==> config.mk <==
export PLATFORM = sky130hd
export DESIGN_NAME = squeeze_weight_sequencer_flat
export DESIGN_NICKNAME = d
export VERILOG_FILES = /design/src/rtl/sqz_pkg.sv /design/src/rtl/squeeze_weight_sequencer_if.sv /design/src/rtl/sqz_lane_addr_gen.sv /design/src/rtl/squeeze_weight_sequencer.sv /design/src/flat_wrapper.sv
export SDC_FILE = /design/constraint.sdc
export NUM_CORES = 1
export LEC_CHECK = 0
export ABC_AREA = 1
export CELL_PAD_IN_SITES_DETAIL_PLACEMENT = 1
export CELL_PAD_IN_SITES_GLOBAL_PLACEMENT = 1
export CORE_UTILIZATION = 32
export DETAILED_ROUTE_END_ITERATION = 6
export PLACE_DENSITY_LB_ADDON = 0.08
export SYNTH_ARGS = -nofsm -noshare
export SYNTH_HDL_FRONTEND = slang
export SYNTH_HIERARCHICAL = 1
export SYNTH_SLANG_ARGS = --single-unit
==> constraint.sdc <==
create_clock -name clk -period 5.78 [get_ports clk]
set_input_delay 0.578 -clock clk [delete_from_list [all_inputs] [get_ports clk]]
set_output_delay 0.578 -clock clk [all_outputs]
set_load 0.005 [all_outputs]
==> src/rtl/sqz_pkg.sv <==
// Shared definitions for the squeeze-layer weight sequencer.
// Latency: n/a (types, constants and layer-shape lookups only).
// Backpressure: n/a.
package sqz_pkg;

  localparam int LANES  = 8;   // filter lanes per beat, one per ROM port
  localparam int CH_PAR = 16;  // channels per beat
  localparam int AW     = 32;  // ROM address width on the bus
  localparam int PIXW   = 16;  // pixel counter width
  localparam int IW     = 15;  // internal address width; the largest address is 32752

  typedef enum logic [1:0] {
    IDLE = 2'd0,
    RUN  = 2'd1,
    DONE = 2'd2
  } state_e;

  // Input channels of the selected fire layer.
  function automatic logic [9:0] cin_of(input logic [2:0] fs);
    case (fs)
      3'd0:       return 10'd64;
      3'd1, 3'd2: return 10'd128;
      3'd3, 3'd4: return 10'd256;
      3'd5, 3'd6: return 10'd384;
      default:    return 10'd512;
    endcase
  endfunction

  // Squeeze output filters of the selected fire layer.
  function automatic logic [6:0] cout_of(input logic [2:0] fs);
    case (fs)
      3'd0, 3'd1: return 7'd16;
      3'd2, 3'd3: return 7'd32;
      3'd4, 3'd5: return 7'd48;
      default:    return 7'd64;
    endcase
  endfunction

endpackage

==> src/rtl/squeeze_weight_sequencer_if.sv <==
// Beat bus between the sequencer and the weight ROM / squeeze MAC array.
// Latency: n/a (wires only). master = sequencer, slave = ROM + MAC side.
// Backpressure: beat_ready from the MAC holds the current beat when low.
interface squeeze_weight_sequencer_if;
  import sqz_pkg::*;

  logic [2:0]          firesel;     // layer select to the ROM
  logic [LANES*AW-1:0] addr_w;      // lane k weight base at [k*AW+:AW]
  logic [LANES*AW-1:0] addr_filt;   // lane k filter/bias index at [k*AW+:AW]
  logic                beat_valid;
  logic                beat_ready;
  logic                first_blk;   // channel block 0: clear accumulators
  logic                last_blk;    // final channel block: add bias, emit

  modport master (
    output firesel, addr_w, addr_filt, beat_valid, first_blk, last_blk,
    input  beat_ready
  );

  modport slave (
    input  firesel, addr_w, addr_filt, beat_valid, first_blk, last_blk,
    output beat_ready
  );

endinterface

==> src/rtl/sqz_lane_addr_gen.sv <==
// Incremental address generator for the 8 ROM lanes (no multipliers).
// Latency: strobes update registers; addresses appear the next cycle.
// Backpressure: registers only move on adv, so a stalled beat holds.
// Ports: load/adv/blk_wrap/grp_wrap strobes and cin from the FSM, run gates
// the outputs to zero outside a layer, addr_w/addr_filt are the lane buses.
module sqz_lane_addr_gen
  import sqz_pkg::*;
(
  input  logic                clk,
  input  logic                rst_n,
  input  logic                load,
  input  logic                adv,
  input  logic                blk_wrap,
  input  logic                grp_wrap,
  input  logic                run,
  input  logic [9:0]          cin,
  output logic [LANES*AW-1:0] addr_w,
  output logic [LANES*AW-1:0] addr_filt
);

  // lane_q[k] = (grp*8+k)*CIN, blk_q = cb*16, filt_q = grp*8
  logic [IW-1:0] lane_q [LANES];
  logic [IW-1:0] lane_d [LANES];
  logic [IW-1:0] lane_init [LANES];
  logic [IW-1:0] blk_q, blk_d;
  logic [IW-1:0] filt_q, filt_d;
  logic [IW-1:0] grp_step;

  assign grp_step = IW'({cin, 3'b000});  // 8 filters further = 8*CIN

  // k*CIN built by repeated addition.
  always_comb begin
    logic [IW-1:0] acc;
    acc = '0;
    for (int k = 0; k < LANES; k++) begin
      lane_init[k] = acc;
      acc          = acc + IW'(cin);
    end
  end

  always_comb begin
    lane_d = lane_q;
    blk_d  = blk_q;
    filt_d = filt_q;
    if (load || (adv && blk_wrap && grp_wrap)) begin
      // New layer or next pixel: back to group 0, block 0.
      lane_d = lane_init;
      blk_d  = '0;
      filt_d = '0;
    end else if (adv && blk_wrap) begin
      for (int k = 0; k < LANES; k++) lane_d[k] = lane_q[k] + grp_step;
      blk_d  = '0;
      filt_d = filt_q + IW'(LANES);
    end else if (adv) begin
      blk_d  = blk_q + IW'(CH_PAR);
    end
  end

  always_ff @(posedge clk or negedge rst_n) begin
    if (!rst_n) begin
      for (int k = 0; k < LANES; k++) lane_q[k] <= '0;
      blk_q  <= '0;
      filt_q <= '0;
    end else begin
      lane_q <= lane_d;
      blk_q  <= blk_d;
      filt_q <= filt_d;
    end
  end

  always_comb begin
    addr_w    = '0;
    addr_filt = '0;
    if (run) begin
      for (int k = 0; k < LANES; k++) begin
        addr_w[k*AW +: AW]    = AW'(lane_q[k] + blk_q);
        addr_filt[k*AW +: AW] = AW'(filt_q + IW'(k));
      end
    end
  end

endmodule

==> src/rtl/squeeze_weight_sequencer.sv <==
// Walks pixel x filter-group x channel-block for one fire layer, driving ROM addresses.
// Latency: first beat 1 cycle after start, then 1 beat/cycle; done 1 cycle after last accept.
// Backpressure: beat_ready low holds every beat output stable.
// Ports: start/firesel_in/num_pixels request a layer (sampled in IDLE only),
// busy/done report progress, beat_if carries addresses and the MAC handshake.
module squeeze_weight_sequencer
  import sqz_pkg::*;
(
  input  logic            clk,
  input  logic            rst_n,
  input  logic            start,
  input  logic [2:0]      firesel_in,
  input  logic [PIXW-1:0] num_pixels,
  output logic            busy,
  output logic            done,
  squeeze_weight_sequencer_if.master beat_if
);

  state_e          state_q, state_d;
  logic [2:0]      fs_q, fs_d;
  logic [PIXW-1:0] npix_q, npix_d;
  logic [PIXW-1:0] pix_q, pix_d;
  logic [4:0]      cb_q, cb_d;
  logic [2:0]      grp_q, grp_d;
  logic            load, adv, blk_wrap, grp_wrap, run;
  logic [9:0]      cin_cur, cin_gen;
  logic [5:0]      nblk;
  logic [3:0]      ngrp;

  assign cin_cur  = cin_of(fs_q);
  assign nblk     = 6'(cin_cur >> 4);
  assign ngrp     = 4'(cout_of(fs_q) >> 3);
  assign blk_wrap = (cb_q == 5'(nblk - 6'd1));
  assign grp_wrap = (grp_q == 3'(ngrp - 4'd1));
  assign run      = (state_q == RUN);
  // At load the layer register is not yet written, so use the requested layer.
  assign cin_gen  = load ? cin_of(firesel_in) : cin_cur;

  always_comb begin
    state_d = state_q;
    fs_d    = fs_q;
    npix_d  = npix_q;
    pix_d   = pix_q;
    cb_d    = cb_q;
    grp_d   = grp_q;
    load    = 1'b0;
    adv     = 1'b0;
    case (state_q)
      IDLE: begin
        if (start) begin
          fs_d   = firesel_in;
          npix_d = num_pixels;
          pix_d  = '0;
          cb_d   = '0;
          grp_d  = '0;
          if (num_pixels != '0) begin
            state_d = RUN;
            load    = 1'b1;
          end else begin
            state_d = DONE;
          end
        end
      end
      RUN: begin
        if (beat_if.beat_ready) begin
          adv = 1'b1;
          if (!blk_wrap) begin
            cb_d = cb_q + 5'd1;
          end else begin
            cb_d = '0;
            if (!grp_wrap) begin
              grp_d = grp_q + 3'd1;
            end else begin
              grp_d = '0;
              if ((pix_q + PIXW'(1)) == npix_q) state_d = DONE;
              else                              pix_d   = pix_q + PIXW'(1);
            end
          end
        end
      end
      DONE:    state_d = IDLE;
      default: state_d = IDLE;
    endcase
  end

  always_ff @(posedge clk or negedge rst_n) begin
    if (!rst_n) begin
      state_q <= IDLE;
      fs_q    <= '0;
      npix_q  <= '0;
      pix_q   <= '0;
      cb_q    <= '0;
      grp_q   <= '0;
    end else begin
      state_q <= state_d;
      fs_q    <= fs_d;
      npix_q  <= npix_d;
      pix_q   <= pix_d;
      cb_q    <= cb_d;
      grp_q   <= grp_d;
    end
  end

  sqz_lane_addr_gen u_lane_addr_gen (
    .clk       (clk),
    .rst_n     (rst_n),
    .load      (load),
    .adv       (adv),
    .blk_wrap  (blk_wrap),
    .grp_wrap  (grp_wrap),
    .run       (run),
    .cin       (cin_gen),
    .addr_w    (beat_if.addr_w),
    .addr_filt (beat_if.addr_filt)
  );

  assign beat_if.firesel    = fs_q;
  assign beat_if.beat_valid = run;
  assign beat_if.first_blk  = run && (cb_q == 5'd0);
  assign beat_if.last_blk   = run && blk_wrap;
  assign busy               = run;
  assign done               = (state_q == DONE);

endmodule

==> src/flat_wrapper.sv <==
// flat-port wrapper written by rule: the top's interface ports become plain ports
module squeeze_weight_sequencer_flat import sqz_pkg::*;
  (clk, rst_n, start, firesel_in, num_pixels, busy, done, beat_if_firesel, beat_if_addr_w, beat_if_addr_filt, beat_if_beat_valid, beat_if_first_blk, beat_if_last_blk, beat_if_beat_ready);
  squeeze_weight_sequencer_if beat_if_i ();
  input  logic clk;
  input  logic rst_n;
  input  logic start;
  input  logic [2:0] firesel_in;
  input  logic [PIXW-1:0] num_pixels;
  output logic busy;
  output logic done;
  output wire logic [$bits(beat_if_i.firesel)-1:0] beat_if_firesel;
  output wire logic [$bits(beat_if_i.addr_w)-1:0] beat_if_addr_w;
  output wire logic [$bits(beat_if_i.addr_filt)-1:0] beat_if_addr_filt;
  output wire logic [$bits(beat_if_i.beat_valid)-1:0] beat_if_beat_valid;
  output wire logic [$bits(beat_if_i.first_blk)-1:0] beat_if_first_blk;
  output wire logic [$bits(beat_if_i.last_blk)-1:0] beat_if_last_blk;
  input wire logic [$bits(beat_if_i.beat_ready)-1:0] beat_if_beat_ready;
  assign beat_if_firesel = beat_if_i.firesel;
  assign beat_if_addr_w = beat_if_i.addr_w;
  assign beat_if_addr_filt = beat_if_i.addr_filt;
  assign beat_if_beat_valid = beat_if_i.beat_valid;
  assign beat_if_first_blk = beat_if_i.first_blk;
  assign beat_if_last_blk = beat_if_i.last_blk;
  assign beat_if_i.beat_ready = beat_if_beat_ready;
  squeeze_weight_sequencer u_core (.clk(clk), .rst_n(rst_n), .start(start), .firesel_in(firesel_in), .num_pixels(num_pixels), .busy(busy), .done(done), .beat_if(beat_if_i));
endmodule
==> impl_metrics.ini <==
[outcome]
outcome = complete, no violations

[floorplanning]
rows = 91
die_x_um = 251
die_h_um = 251
core_area_um2 = 61600
die-area_um2 = 63200
io_pins = 543
start_util_pct = 32.3

[placed_design]
hpwl_mm = 53.0
gp_congestion = 0.871
dp_cells = 4045
io_buffers = 260

[cts]
clock_path_buffers = 2
cts_buffers = 17
worstSkewPairLatency_ns = 0.51
tritoncts = done
numClockSinks = 177
hold_buffers = 0
cts_max_level = 4
clk_pin_slew_worst_paths_ns = 0.08
cts.root.buffer_cell = clkbuf_16

[grt]
grt.overflow.total = 0
grt_pass1_vias = 18753
grt_pass1_wl_mm = 106
grt_max_degree = 96
antenna_found_initial = 1
grt_util_all_layers_pct = 21.5

[final_layout]
area_growth_pct = 18.2
post-route-util_pct = 38.2
n_antenna_cell = 0
drive_gt1_share_pct = 6.17
fillers = 7935
final_nets = 3488
multiInputGateArea_um2 = 12700
fin_cells = 4078
ff_latch_area_um2 = 4430

[sta]
finalHoldWorstSlack_ns = 0.123
worst_pin_slew_ns = 1.10
skew_ns = 0.0181
fin_crit_sh_pct = 95.1
final.min_clock_period_ns = 5.50
final_hold_viol_count = 0
slew_viol_final = 0
fmax_ghz = 0.182
fin_setup_tns_ns = 0
max_slew_margin_pct = 26.6
setup_violations = 0

[setup_path]
startpoint = num_pixels[5]
required_ns = 6.18
critPathMostFrequentCell = ha_1
max_stage_delay_ns = 0.46
cp-end-kind = flip-flop
critical_path_class = input port to flip-flop
worstPathMaxFanout = 7
cp-start-kind = input port
cp_top_family = simple AND/OR/NAND/NOR gates
r2r_start = u_core/state_q[0]$_DFFE_PN0P_
crit_buf_inv = 3
slowest_stage = clkdlybuf4s50_1
critPathArrivalTime_ns = 5.90

[yosys]
ys_top_cells_by_area = dfrtp_1 (22%), ha_1 (14%), buf_4 (13%)
syn_avg_cell_area_um2 = 6.88
synth.distinct_cells = 59
synth-seq-cells = 177
yosysMostFrequentCell = nand2_1
synth_top_area_share_pct = 22.2
ys.flop_type = dfrtp_1
syn-cell-area_um2 = 19900
synth-edff-count = 0
ys_async_sr_fraction_pct = 100
synthCells = 2896
ys_seq_area_share_pct = 22.2
synth_top_area_cell = dfrtp_1
yosysWarnings = 6
yosys-top-cells-count = nand2_1 (689), inv_1 (385), buf_4 (358)

[route]
first_pass_iters = 5
drtAntennaViolNets = 0
drc = 0
wl_per_cell_um = 16.5
routed_wl_mm = 67.5
vias_per_cell = 4.56
drtIter0Drc = 839
vias = 18610

[job]
max_cap_viol_count = 0

[power]
power_density_nw_per_um2 = 522
p_leak_nw = 13.0
ir_worst_vdd_v = 0.000334

[worst_hold_path]
hold_class = input port to asynchronous set/reset pin
==> power by group <==
| group | leakage (nW) | total, W | switching (W) | internal (W) |
|---|---|---|---|---|
| combinational | 10.5 | 0.00885 | 0.00454 | 0.00431 |
| sequential | 2.24 | 0.00219 | 0.000587 | 0.00160 |
| clock | 0.287 | 0.00127 | 0.000649 | 0.000616 |
| total | 13.0 | 0.0123 | 0.00578 | 0.00652 |
==> final timing paths <==
kind / to / slack [ns] / depth (start not counted)
worst min register to register: u_core/u_lane_addr_gen/lane_q[1]$_DFFE_PN0P_ / 0.48 / 2
worst min-delay path: u_core/npix_q[13]$_DFFE_PN0P_ / 0.12 / 1
worst max register to register: u_core/u_lane_addr_gen/lane_q[14]$_DFFE_PN0N_ / 0.50 / 30
max in group asynchronous: u_core/u_lane_addr_gen/lane_q[53]$_DFFE_PN0N_ / 4.51 / 2
worst max-delay path: u_core/u_lane_addr_gen/lane_q[12]$_DFFE_PN0N_ / 0.28 / 31
min in group clk: u_core/u_lane_addr_gen/lane_q[1]$_DFFE_PN0P_ / 0.48 / 2
==> logic make-up (layout without fill, tap and decap cells) <==
family / count (synthesis) / count (layout) / share of synthesized area [%]
AND/OR/NAND/NOR: 1151 / 1151 / 24.1
adder cells (fa/ha/maj): 237 / 237 / 15.3
AO/OA/AOI/OAI: 457 / 457 / 13.0
flip-flops: 177 / 177 / 22.2
XOR/XNOR: 72 / 72 / 3.31
buffers and inverters: 800 / 769 / 21.9
other: 2 / 378 / 0.0377
==> state kept, by name, summed over array words and instances (netlist names) <==
name	cells
u_core/state_q	2
u_core/beat_if.firesel	3
u_core/npix_q	16
u_core/u_lane_addr_gen/lane_q	109
u_core/grp_q	3
u_core/pix_q	16
u_core/cb_q	5
u_core/u_lane_addr_gen/filt_q	12
u_core/u_lane_addr_gen/blk_q	11
==> final cells by class <==
type	instances	area share, %
Clock buffer	18	1.82
Inverter	390	6.22
Clock inverter	14	0.701
Multi-Input combinational cell	2295	54.1
Timing Repair Buffer	347	13.9
Sequential cell	177	18.8
Tap cell	837	4.45
==> timing repair <==
| item | CTS | global route |
|---|---|---|
| setup endpoints to repair | 6 | 8 |
| resized for setup | 3 | 29 |
| buffers inserted | 0 | 1 |
| pin swaps | 0 | 4 |
| cloned | 0 | 0 |
==> placed cells by master, fill, tap and decap left out, types with 9 or more instances in the layout <==
cell type | Yosys | routed
or2_2 | 12 | 12
nand4_1 | 14 | 14
dfrtp_1 | 177 | 177
o211ai_1 | 16 | 16
fa_1 | 12 | 12
nor3_1 | 40 | 40
conb_1 | 2 | 378
clkdlybuf4s50_1 | 0 | 259
ha_1 | 225 | 222
xor2_1 | 47 | 42
nand2_1 | 689 | 687
nor2_2 | 6 | 10
buf_4 | 358 | 85
o221ai_1 | 15 | 15
inv_1 | 385 | 383
a21boi_0 | 10 | 9
nand3_1 | 102 | 100
a31oi_1 | 12 | 12
nor2_4 | 6 | 9
nand3b_1 | 14 | 14
xnor2_1 | 23 | 21
nand2_2 | 10 | 12
o21ai_0 | 167 | 164
nor2_1 | 234 | 227
o21bai_1 | 9 | 9
a21oi_1 | 178 | 174
clkbuf_16 | 0 | 17
==> through the flow <==
step,setup slack (ns),power [W],instance area (um2)
finish,0.281,0.0123,23500
global route,-0.0174,0.0136,23500
CTS,0.0283,0.0120,23400
detailed placement,-0.748,0.0107,22800
global placement,-0.396,0.0105,22800
floorplan,0.00192,0.00711,21300
==> layer usage <==
metal / GRT usage [%] / wire length (um) / vias to the layer above
met5: 0 / 0 / -
met4: 5.66 / 1050 / 0
met3: 2.96 / 2270 / 49
met2: 37.0 / 32600 / 366
met1: 27.9 / 31600 / 8939
li1: - / - / 9256
(Power assumes the default switching activity.)
